===== config.mk =====
export PLATFORM = sky130hd
export DESIGN_NAME = csr_unit
export DESIGN_NICKNAME = d
export VERILOG_FILES = /design/src/rtl/csr_pkg.sv /design/src/rtl/csr_counter64.sv /design/src/rtl/csr_unit.sv
export SDC_FILE = /design/constraint.sdc
export NUM_CORES = 1
export LEC_CHECK = 0
export BUFFER_PORTS_ARGS = -buffer_cell sky130_fd_sc_hd__buf_2
export CAP_MARGIN = 5
export CORE_ASPECT_RATIO = 2
export CORE_MARGIN = 2
export CORE_UTILIZATION = 40
export CTS_CLUSTER_SIZE = 16
export DETAILED_ROUTE_END_ITERATION = 7
export SLEW_MARGIN = 20
export SYNTH_ARGS = -nofsm -noshare
export SYNTH_HDL_FRONTEND = slang
export SYNTH_SLANG_ARGS = --single-unit

===== constraint.sdc =====
create_clock -name clk -period 6.6 [get_ports clk]
set_input_delay 0.66 -clock clk [delete_from_list [all_inputs] [get_ports clk]]
set_output_delay 0.66 -clock clk [all_outputs]
set_load 0.02 [all_outputs]

===== src/rtl/csr_pkg.sv =====
// Shared CSR addresses, mstatus field positions, privilege encodings and cause codes.
// Also holds the read-modify-write helpers used by the CSR unit.
package csr_pkg;

  localparam logic [11:0] CSR_MSTATUS  = 12'h300;
  localparam logic [11:0] CSR_MIE      = 12'h304;
  localparam logic [11:0] CSR_MTVEC    = 12'h305;
  localparam logic [11:0] CSR_MSCRATCH = 12'h340;
  localparam logic [11:0] CSR_MEPC     = 12'h341;
  localparam logic [11:0] CSR_MCAUSE   = 12'h342;
  localparam logic [11:0] CSR_MIP      = 12'h344;
  localparam logic [11:0] CSR_SSTATUS  = 12'h100;
  localparam logic [11:0] CSR_STVEC    = 12'h105;
  localparam logic [11:0] CSR_SSCRATCH = 12'h140;
  localparam logic [11:0] CSR_SEPC     = 12'h141;
  localparam logic [11:0] CSR_SCAUSE   = 12'h142;
  localparam logic [11:0] CSR_MCYCLE   = 12'hB00;
  localparam logic [11:0] CSR_MCYCLEH  = 12'hB80;
  localparam logic [11:0] CSR_MHARTID  = 12'hF14;

  localparam int MS_SIE  = 1;
  localparam int MS_MIE  = 3;
  localparam int MS_SPIE = 5;
  localparam int MS_MPIE = 7;
  localparam int MS_SPP  = 8;
  localparam int MS_MPP  = 11;
  localparam int MIX_MT  = 7;

  localparam logic [31:0] MSTATUS_MASK = 32'h0000_19AA;
  localparam logic [31:0] SSTATUS_MASK = 32'h0000_0122;

  localparam logic [31:0] CAUSE_ILLEGAL_INSN = 32'h0000_0002;
  localparam logic [31:0] CAUSE_BREAKPOINT   = 32'h0000_0003;
  localparam logic [31:0] CAUSE_ECALL_U      = 32'h0000_0008;
  localparam logic [31:0] CAUSE_ECALL_S      = 32'h0000_0009;
  localparam logic [31:0] CAUSE_ECALL_M      = 32'h0000_000B;
  localparam logic [31:0] CAUSE_M_TIMER_IRQ  = 32'h8000_0007;

  typedef enum logic [1:0] {
    PRIV_U = 2'b00,
    PRIV_S = 2'b01,
    PRIV_M = 2'b11
  } priv_e;

  typedef enum logic [1:0] {
    CSR_OP_NONE,
    CSR_OP_WRITE,
    CSR_OP_SET,
    CSR_OP_CLEAR
  } csr_op_e;

  function automatic logic [31:0] csr_apply(csr_op_e op, logic [31:0] old_v, logic [31:0] wdata);
    logic [31:0] r;
    case (op)
      CSR_OP_WRITE: r = wdata;
      CSR_OP_SET:   r = old_v | wdata;
      CSR_OP_CLEAR: r = old_v & ~wdata;
      default:      r = old_v;
    endcase
    return r;
  endfunction

  // MPP has no hypervisor level, so the reserved encoding 10 collapses to U.
  function automatic logic [31:0] mstatus_legalize(logic [31:0] v);
    logic [31:0] r;
    r = v & MSTATUS_MASK;
    if (r[MS_MPP+1:MS_MPP] == 2'b10) r[MS_MPP+1:MS_MPP] = 2'b00;
    return r;
  endfunction

endpackage


===== src/rtl/csr_counter64.sv =====
// 64-bit free-running cycle counter; loading either half replaces it and skips
// that cycle's increment.
module csr_counter64 (
  input  logic        clk,
  input  logic        rst_n,
  input  logic        ld_lo_i,
  input  logic        ld_hi_i,
  input  logic [31:0] ld_data_i,
  output logic [63:0] count_o
);

  logic [63:0] count_q, count_d;

  always_comb begin
    count_d = count_q + 64'd1;
    if (ld_lo_i)      count_d = {count_q[63:32], ld_data_i};
    else if (ld_hi_i) count_d = {ld_data_i, count_q[31:0]};
  end

  always_ff @(posedge clk) begin
    if (!rst_n) count_q <= '0;
    else        count_q <= count_d;
  end

  assign count_o = count_q;

endmodule


===== src/rtl/csr_unit.sv =====
// Machine/supervisor CSR file with trap entry, mret/sret, timer interrupt
// request and a 64-bit cycle counter.
module csr_unit
  import csr_pkg::*;
(
  input  logic        clk,
  input  logic        rst_n,
  input  logic        stall,
  input  logic [11:0] csr_addr,
  input  logic [31:0] csr_wdata,
  input  logic        csr_write,
  input  logic        csr_set,
  input  logic        csr_clear,
  output logic [31:0] csr_rdata,
  input  logic        csr_trap_take,
  input  logic [31:0] csr_trap_pc,
  input  logic [31:0] csr_cause,
  input  logic        csr_mret,
  input  logic        csr_sret,
  output logic [31:0] csr_trap_vector,
  output logic [31:0] csr_ret_addr,
  output logic [1:0]  current_priv,
  input  logic        irq_mtip,
  output logic        irq_req
);

  logic [31:0] mstatus_q, mstatus_d;
  logic [31:0] mtvec_q, mtvec_d, stvec_q, stvec_d;
  logic [31:0] mepc_q, mepc_d, sepc_q, sepc_d;
  logic [31:0] mscratch_q, mscratch_d, sscratch_q, sscratch_d;
  logic [31:0] mcause_q, mcause_d, scause_q, scause_d;
  logic        mtie_q, mtie_d;
  logic        mtip_q;
  priv_e       priv_q, priv_d;

  logic [63:0] mcycle;
  logic [31:0] rdata;
  logic [31:0] wr_val;
  csr_op_e     op;
  logic        csr_we;

  // Single read mux; also supplies the old value for set/clear.
  always_comb begin
    rdata = '0;
    case (csr_addr)
      CSR_MSTATUS:  rdata = mstatus_q;
      CSR_SSTATUS:  rdata = mstatus_q & SSTATUS_MASK;
      CSR_MIE:      rdata[MIX_MT] = mtie_q;
      CSR_MIP:      rdata[MIX_MT] = mtip_q;
      CSR_MTVEC:    rdata = mtvec_q;
      CSR_STVEC:    rdata = stvec_q;
      CSR_MSCRATCH: rdata = mscratch_q;
      CSR_SSCRATCH: rdata = sscratch_q;
      CSR_MEPC:     rdata = mepc_q;
      CSR_SEPC:     rdata = sepc_q;
      CSR_MCAUSE:   rdata = mcause_q;
      CSR_SCAUSE:   rdata = scause_q;
      CSR_MCYCLE:   rdata = mcycle[31:0];
      CSR_MCYCLEH:  rdata = mcycle[63:32];
      CSR_MHARTID:  rdata = '0;
      default:      rdata = '0;
    endcase
  end

  always_comb begin
    op = CSR_OP_NONE;
    if (csr_write)      op = CSR_OP_WRITE;
    else if (csr_set)   op = CSR_OP_SET;
    else if (csr_clear) op = CSR_OP_CLEAR;
  end

  assign wr_val = csr_apply(op, rdata, csr_wdata);
  // Trap and returns outrank a CSR access issued in the same cycle.
  assign csr_we = !stall && (op != CSR_OP_NONE) && !csr_trap_take && !csr_mret && !csr_sret;

  always_comb begin
    mstatus_d  = mstatus_q;
    mtvec_d    = mtvec_q;
    stvec_d    = stvec_q;
    mepc_d     = mepc_q;
    sepc_d     = sepc_q;
    mscratch_d = mscratch_q;
    sscratch_d = sscratch_q;
    mcause_d   = mcause_q;
    scause_d   = scause_q;
    mtie_d     = mtie_q;
    priv_d     = priv_q;
    if (!stall) begin
      if (csr_trap_take) begin
        mepc_d                       = csr_trap_pc & ~32'd3;
        mcause_d                     = csr_cause;
        mstatus_d[MS_MPIE]           = mstatus_q[MS_MIE];
        mstatus_d[MS_MIE]            = 1'b0;
        mstatus_d[MS_MPP+1:MS_MPP]   = priv_q;
        priv_d                       = PRIV_M;
      end else if (csr_mret) begin
        priv_d                       = priv_e'(mstatus_q[MS_MPP+1:MS_MPP]);
        mstatus_d[MS_MIE]            = mstatus_q[MS_MPIE];
        mstatus_d[MS_MPIE]           = 1'b1;
        mstatus_d[MS_MPP+1:MS_MPP]   = 2'b00;
      end else if (csr_sret) begin
        priv_d                       = priv_e'({1'b0, mstatus_q[MS_SPP]});
        mstatus_d[MS_SIE]            = mstatus_q[MS_SPIE];
        mstatus_d[MS_SPIE]           = 1'b1;
        mstatus_d[MS_SPP]            = 1'b0;
      end else if (csr_we) begin
        case (csr_addr)
          CSR_MSTATUS:  mstatus_d  = mstatus_legalize(wr_val);
          CSR_SSTATUS:  mstatus_d  = (mstatus_q & ~SSTATUS_MASK) | (wr_val & SSTATUS_MASK);
          CSR_MIE:      mtie_d     = wr_val[MIX_MT];
          CSR_MTVEC:    mtvec_d    = wr_val & ~32'd3;
          CSR_STVEC:    stvec_d    = wr_val & ~32'd3;
          CSR_MSCRATCH: mscratch_d = wr_val;
          CSR_SSCRATCH: sscratch_d = wr_val;
          CSR_MEPC:     mepc_d     = wr_val & ~32'd3;
          CSR_SEPC:     sepc_d     = wr_val & ~32'd3;
          CSR_MCAUSE:   mcause_d   = wr_val;
          CSR_SCAUSE:   scause_d   = wr_val;
          default: ;
        endcase
      end
    end
  end

  always_ff @(posedge clk) begin
    if (!rst_n) begin
      mstatus_q  <= '0;
      mtvec_q    <= '0;
      stvec_q    <= '0;
      mepc_q     <= '0;
      sepc_q     <= '0;
      mscratch_q <= '0;
      sscratch_q <= '0;
      mcause_q   <= '0;
      scause_q   <= '0;
      mtie_q     <= 1'b0;
      mtip_q     <= 1'b0;
      priv_q     <= PRIV_M;
    end else begin
      mstatus_q  <= mstatus_d;
      mtvec_q    <= mtvec_d;
      stvec_q    <= stvec_d;
      mepc_q     <= mepc_d;
      sepc_q     <= sepc_d;
      mscratch_q <= mscratch_d;
      sscratch_q <= sscratch_d;
      mcause_q   <= mcause_d;
      scause_q   <= scause_d;
      mtie_q     <= mtie_d;
      mtip_q     <= irq_mtip;
      priv_q     <= priv_d;
    end
  end

  csr_counter64 u_mcycle (
    .clk       (clk),
    .rst_n     (rst_n),
    .ld_lo_i   (csr_we && (csr_addr == CSR_MCYCLE)),
    .ld_hi_i   (csr_we && (csr_addr == CSR_MCYCLEH)),
    .ld_data_i (wr_val),
    .count_o   (mcycle)
  );

  assign csr_rdata       = rdata;
  assign csr_trap_vector = {mtvec_q[31:2], 2'b00};
  assign csr_ret_addr    = csr_sret ? sepc_q : mepc_q;
  assign current_priv    = priv_q;
  assign irq_req         = mtip_q && mtie_q && ((priv_q != PRIV_M) || mstatus_q[MS_MIE]);

endmodule


==> run metrics, run 1 <==
measured slew at the worst slew-check pin=about 1200 ps; Syn Area/Cell=approximately 8 sq um; FFs w/ async S/R, synth=0; endpoints failing setup=0; Final Critical Period=4210 ps; Post-route DRC=0; CTS H-Tree Depth=1; WP data arrival=approximately 3600 ps; Netlist cell types=81; # rows=~110; clock slew at reported path FFs=around 70 ps; register area share after synthesis=0.385; gpl congestion=0.968; detailed placement HPWL=53.7 mm; CTS Hold Bufs=0; via count=about 18000; Max Slew Vio Count=0; Die X=~150 um; grt ovf=0; status=complete, no violations; Hold Crit Class=input pin to flip-flop; area of the die=between 0.04 and 0.05 sq mm; root buf cell=clkbuf_16; Worst slew margin=0.185; ant diodes=0; wire per inst=about 27 um; wire length of the first global-routing pass=around 110 mm; Starting Density=0.404; GRT Util Overall=0.329; Die H=294 um; Final Total Pwr=4.28 mW; Worst Reg-to-Reg Cells=7; fin nets=between 2000 and 2500; max cap viols=0; leakage=7.07 nW; antenna-violating nets left=0; CTS tree=yes; post-cts resize count=0; Routed WL=~74 mm; Worst EP required=between 5000 and 6000 ps; Max Freq=237 MHz; setup_tns=0 ps; CP endpoint kind=primary output; Clock Latency Late Sink=approximately 600 ps; Worst VDD drop=approximately 230 uV; Initial DRC Count=between 1500 and 2000; Netlist Area Pre-Place=0.0168 sq mm; via/cell ratio=approximately 6.5; prevailing post-synth register cell=dfxtp_1; most area-hungry cell type in the Yosys netlist=dfxtp_1; maximum fanout along the worst path=32; Synth Instances=a little over 2000; Clock Power Share=0.445; sequential power share=0.467; NetSw=between 1 and 1.5 mW; vias in the first global route=~17000; First-pass DRT Iterations=6; part of the cycle the worst path needs=0.638; RSZ-0062 raised after global routing=no; Top-Level Pins=217; Synth top cells by count=dfxtp_1 (323), a21oi_1 (224), o21ai_0 (202); switch share=0.260; clock tree buffer depth=3; largest net degree at the start of global routing=roughly 180; Combinational Power Share=0.088; Fin Clk Skew=just under 20 ps; PwrDens=around 220 mW/mm^2; EDFF count, synth=0; CORE AREA=0.0416 sq mm; largest cells by area after synthesis=dfxtp_1 (38%), a21oi_1 (6.7%), o21ai_0 (6.0%); Area Overhead vs Synth=15.2%; WS Path Type=input pin to primary output; most common cell in the netlist=dfxtp_1; share of layout cells above drive strength 1=0.189; Synth Register Bits=between 300 and 400; hold depth=2; Int Pwr=~3.2 mW; number of port buffers=210; CP Launch Type=input pin; initial antenna violation count=0; Yosys top cell area share=0.385; clk sinks=between 300 and 400; final hold violations=0; TritonCTS buffer count=31; Synthesis Warnings=0; Post-CTS Setup Inserts=0
[cells by family after synthesis]
family / Yosys count / share of synthesized area
AO/OA/AOI/OAI: 815 / 0.310
AND/OR/NAND/NOR: 591 / 0.185
flip-flops: 323 / 0.385
buffers and inverters: 219 / 0.0534
multiplexers: 83 / 0.0529
XOR/XNOR: 25 / 0.0130
adder cells (fa/ha/maj): 1 / 0.000744
other: 1 / 0.000223
[critical path, stage by stage]
cell and delay, ps:
buf_2 160, buf_4 390, or4b_2 780, nor3_2 780, o2bb2ai_1 250, or3_1 300
buf_2 210
[cells in the final DEF (no fill, tap or decap), drive strengths merged, types with 7 or more instances in the layout]
cell type / n
o21ai: 203
mux2i: 45
nor4b: 7
nand4: 71
a31oi: 18
a21oi: 225
a211oi: 47
or2: 9
nand3b: 10
a22o: 9
a222oi: 13
o211ai: 37
or3: 9
o22ai: 60
or4: 7
o221ai: 36
nand2b: 15
a22oi: 76
nand2: 163
xnor2: 13
nor2: 106
and3: 22
a2bb2oi: 12
clkbuf: 43
inv: 19
and2: 18
buf: 271
nor3: 46
o2bb2ai: 16
mux2: 37
dfxtp: 323
nor4: 20
nand3: 57
xor2: 12
[area by class of cell]
class,count,area [sq um]
Clock buffer,42,907
Clock inverter,12,154
Fill cell,4206,22300
Inverter,17,63.8
Multi-Input combinational cell,1519,9530
Sequential cell,323,6470
Tap cell,540,676
Timing Repair Buffer,272,1560
[per-layer routing]
layer / GRT usage / part of all wire / vias up
met1: 0.403 / 0.38 / 8555
met4: 0.229 / 0.081 / 0
met3: 0.0346 / 0.074 / 243
met5: 0 / 0 / -
li1: - / - / 8040
met2: 0.537 / 0.47 / 983
[final timing paths]
kind | start | endpoint | slack, ps
setup reg to reg | u_mcycle.count_o[0] | u_mcycle.count_o[56] | 2930
hold / removal | irq_mtip | mtip_q | 270
setup / recovery | csr_addr[0] | csr_rdata[10] | 2390
hold reg to reg | mcause_q[1] | mcause_q[1] | 480
[registers in the layout, indices dropped and copies added, names as in the netlist]
name              flops
u_mcycle.count_o     64
sepc_q               30
scause_q             32
mepc_q               30
mstatus_q             7
mtvec_q              30
current_priv          2
mscratch_q           32
mcause_q             32
mtip_q                1
sscratch_q           32
stvec_q              30
mtie_q                1
[power by group through the flow]
stage,combinational (mW),clock [mW],sequential (mW)
2_1_floorplan,0.213,0,2.03
3_3_place_gp,0.363,0,2.04
3_5_place_dp,0.368,0,2.04
4_1_cts,0.368,1.92,2.00
5_1_grt,0.397,1.99,2.00
6_report,0.376,1.90,2.00
[metrics by stage]
| step | instances | hold slack (ps) | util | setup WS [ps] | area (sq um) |
|---|---|---|---|---|---|
| 2_1_floorplan | 2061 | 433 | - | 3570 | 16800 |
| 3_3_place_gp | 2666 | 452 | 0.438 | 2340 | 18300 |
| 3_5_place_dp | 2668 | 465 | 0.439 | 2310 | 18300 |
| 4_1_cts | 2722 | 258 | 0.464 | 2460 | 19300 |
| 5_1_grt | 2725 | 265 | 0.465 | 2360 | 19400 |
| 6_report | 2725 | 273 | 0.465 | 2390 | 19400 |
(Power assumes the default switching activity.)
==> inputs of run 2 (changes only) <==
==> constraint.sdc (replaced) <==
create_clock -name clk -period 3.9 [get_ports clk]
set_input_delay 0.39 -clock clk [delete_from_list [all_inputs] [get_ports clk]]
set_output_delay 0.39 -clock clk [all_outputs]
set_load 0.02 [all_outputs]
==> run metrics, run 2 (synthesis results as in run 1) <==
maximum fanout along the worst path=19 (-41%); grt ovf=0 (unchanged); via count=18200 (+1.9%); WP data arrival=3160 ps (-390 ps); Worst VDD drop=366 uV (+56%); Layout Cells excl Fill=2778 (+1.9%); TritonCTS buffer count=30 (-3.2%); Die X=149 um (unchanged); antenna-violating nets left=0 (unchanged); Largest register FFs=64 (unchanged); max cap viols=0 (unchanged); Starting Density=0.404 (unchanged); Top-Level Pins=217 (unchanged); final hold violations=0 (unchanged); gpl congestion=0.999 (+3.3%); status=complete, no violations; Fin Clk Skew=21.3 ps (+1.41 ps); CP endpoint kind=primary output; commonest non-fill, non-tap cell in the layout=dfxtp_1; most frequent cells in the layout=dfxtp_1 (323), a21oi_1 (224), buf_2 (209); GRT Util Overall=0.336 (+0.00726); number of port buffers=210 (unchanged); initial antenna violation count=1 (+1); hold depth=2 (unchanged); placed insts=2722 (+2.0%); Final Critical Period=roughly 3500 ps; Initial DRC Count=1917 (-4.0%); clock tree buffer depth=3 (unchanged); Post-route DRC=0 (unchanged); Max Freq=~280 MHz; Clock Latency Late Sink=600 ps (about the same); CTS Hold Bufs=0 (unchanged); CTS H-Tree Depth=1 (unchanged); post-cts resize count=0 (unchanged); CTS tree=yes; share of layout cells above drive strength 1=0.207 (+0.0175); wire per inst=27.5 um (+0.88%); leakage=7.33 nW (+3.7%); area of the die=0.0438 sq mm (unchanged); Hold Crit Class=input pin to flip-flop; Post-CTS Setup Inserts=0 (unchanged); setup_tns=0 ps (unchanged); Routed WL=76.4 mm (+2.8%); # rows=106 (unchanged); clock slew at reported path FFs=70 ps (about the same); fin nets=2333 (+2.2%); First-pass DRT Iterations=8 (+2); Die H=294 um (unchanged); clk sinks=323 (unchanged); WS Path Type=input pin to primary output; root buf cell=clkbuf_16; Worst slew margin=0.207 (+0.0219); CP Launch Type=input pin; Worst Reg-to-Reg Cells=7 (unchanged); largest net degree at the start of global routing=156 (-11%); Worst EP required=3510 ps (-2430 ps); wire length of the first global-routing pass=111 mm (+1.9%); measured slew at the worst slew-check pin=1180 ps (-42.0 ps); via/cell ratio=6.53 (about the same); CORE AREA=0.0416 sq mm (unchanged); Max Slew Vio Count=0 (unchanged); PwrDens=363 mW/mm^2 (+64%); RSZ-0062 raised after global routing=no; detailed placement HPWL=56.4 mm (+5.1%); vias in the first global route=16800 (+0.41%); endpoints failing setup=0 (unchanged); part of the cycle the worst path needs=0.909; Area Overhead vs Synth=17.8%
## run 2: cell types whose count changed in the layout (fill, tap and decap cells not counted), sizes merged
cell    delta
clkinv     +3
inv        -1
diode      +1
clkbuf     -1
buf       +51
## run 2: worst paths after layout
check	end	slack [ps]	from
worst max-delay path	csr_rdata[30]	350	csr_addr[0]
worst min-delay path	mtip_q	20	irq_mtip
worst max register to register	u_mcycle.count_o[63]	440	u_mcycle.count_o[32]
worst min register to register	mcause_q[10]	470	mcause_q[10]
## run 2: area by class of cell
type | instances | area (sq um)
flip-flops and latches | 323 | 6470
clock buffers | 41 | 852
inverters | 17 | 63.8
well taps | 540 | 676
diodes | 1 | 2.50
fillers | 4190 | 21900
clock inverters | 14 | 169
multi-input cells | 1519 | 9520
repair buffers | 323 | 2050
## run 2: power breakdown
group	switching [mW]	total, mW	internal, mW	leakage [nW]
Sequential	0.0398	3.38	3.34	2.61
Clock	1.41	3.15	1.73	0.500
Combinational	0.445	0.653	0.208	4.22
Total	1.90	7.18	5.28	7.33
## run 2: worst max-delay path: stages
cell,delay [ps]
buf_2,270
buf_4,330
or4b_2,780
nor3_2,610
buf_4,240
o2bb2ai_1,110
a221oi_1,70
nand2_1,150
buf_2,190
## run 2: layer usage
layer | global-route usage | up-vias | share of wire
met5 | 0 | - | 0
li1 | - | 8154 | -
met2 | 0.565 | 1056 | 0.48
met4 | 0.213 | 0 | 0.073
met1 | 0.407 | 8708 | 0.37
met3 | 0.0344 | 236 | 0.072
## run 2: through the flow
step	hold WS (ps)	power [mW]	setup WS, ps	utilization	area, sq um
finish	18.7	7.18	355	0.475	19800
global route	29.2	7.36	305	0.475	19800
CTS	13.9	7.19	349	0.475	19800
detailed placement	464	4.09	238	0.451	18800
global placement	452	4.09	282	0.451	18800
floorplan	433	3.80	1210	-	16800
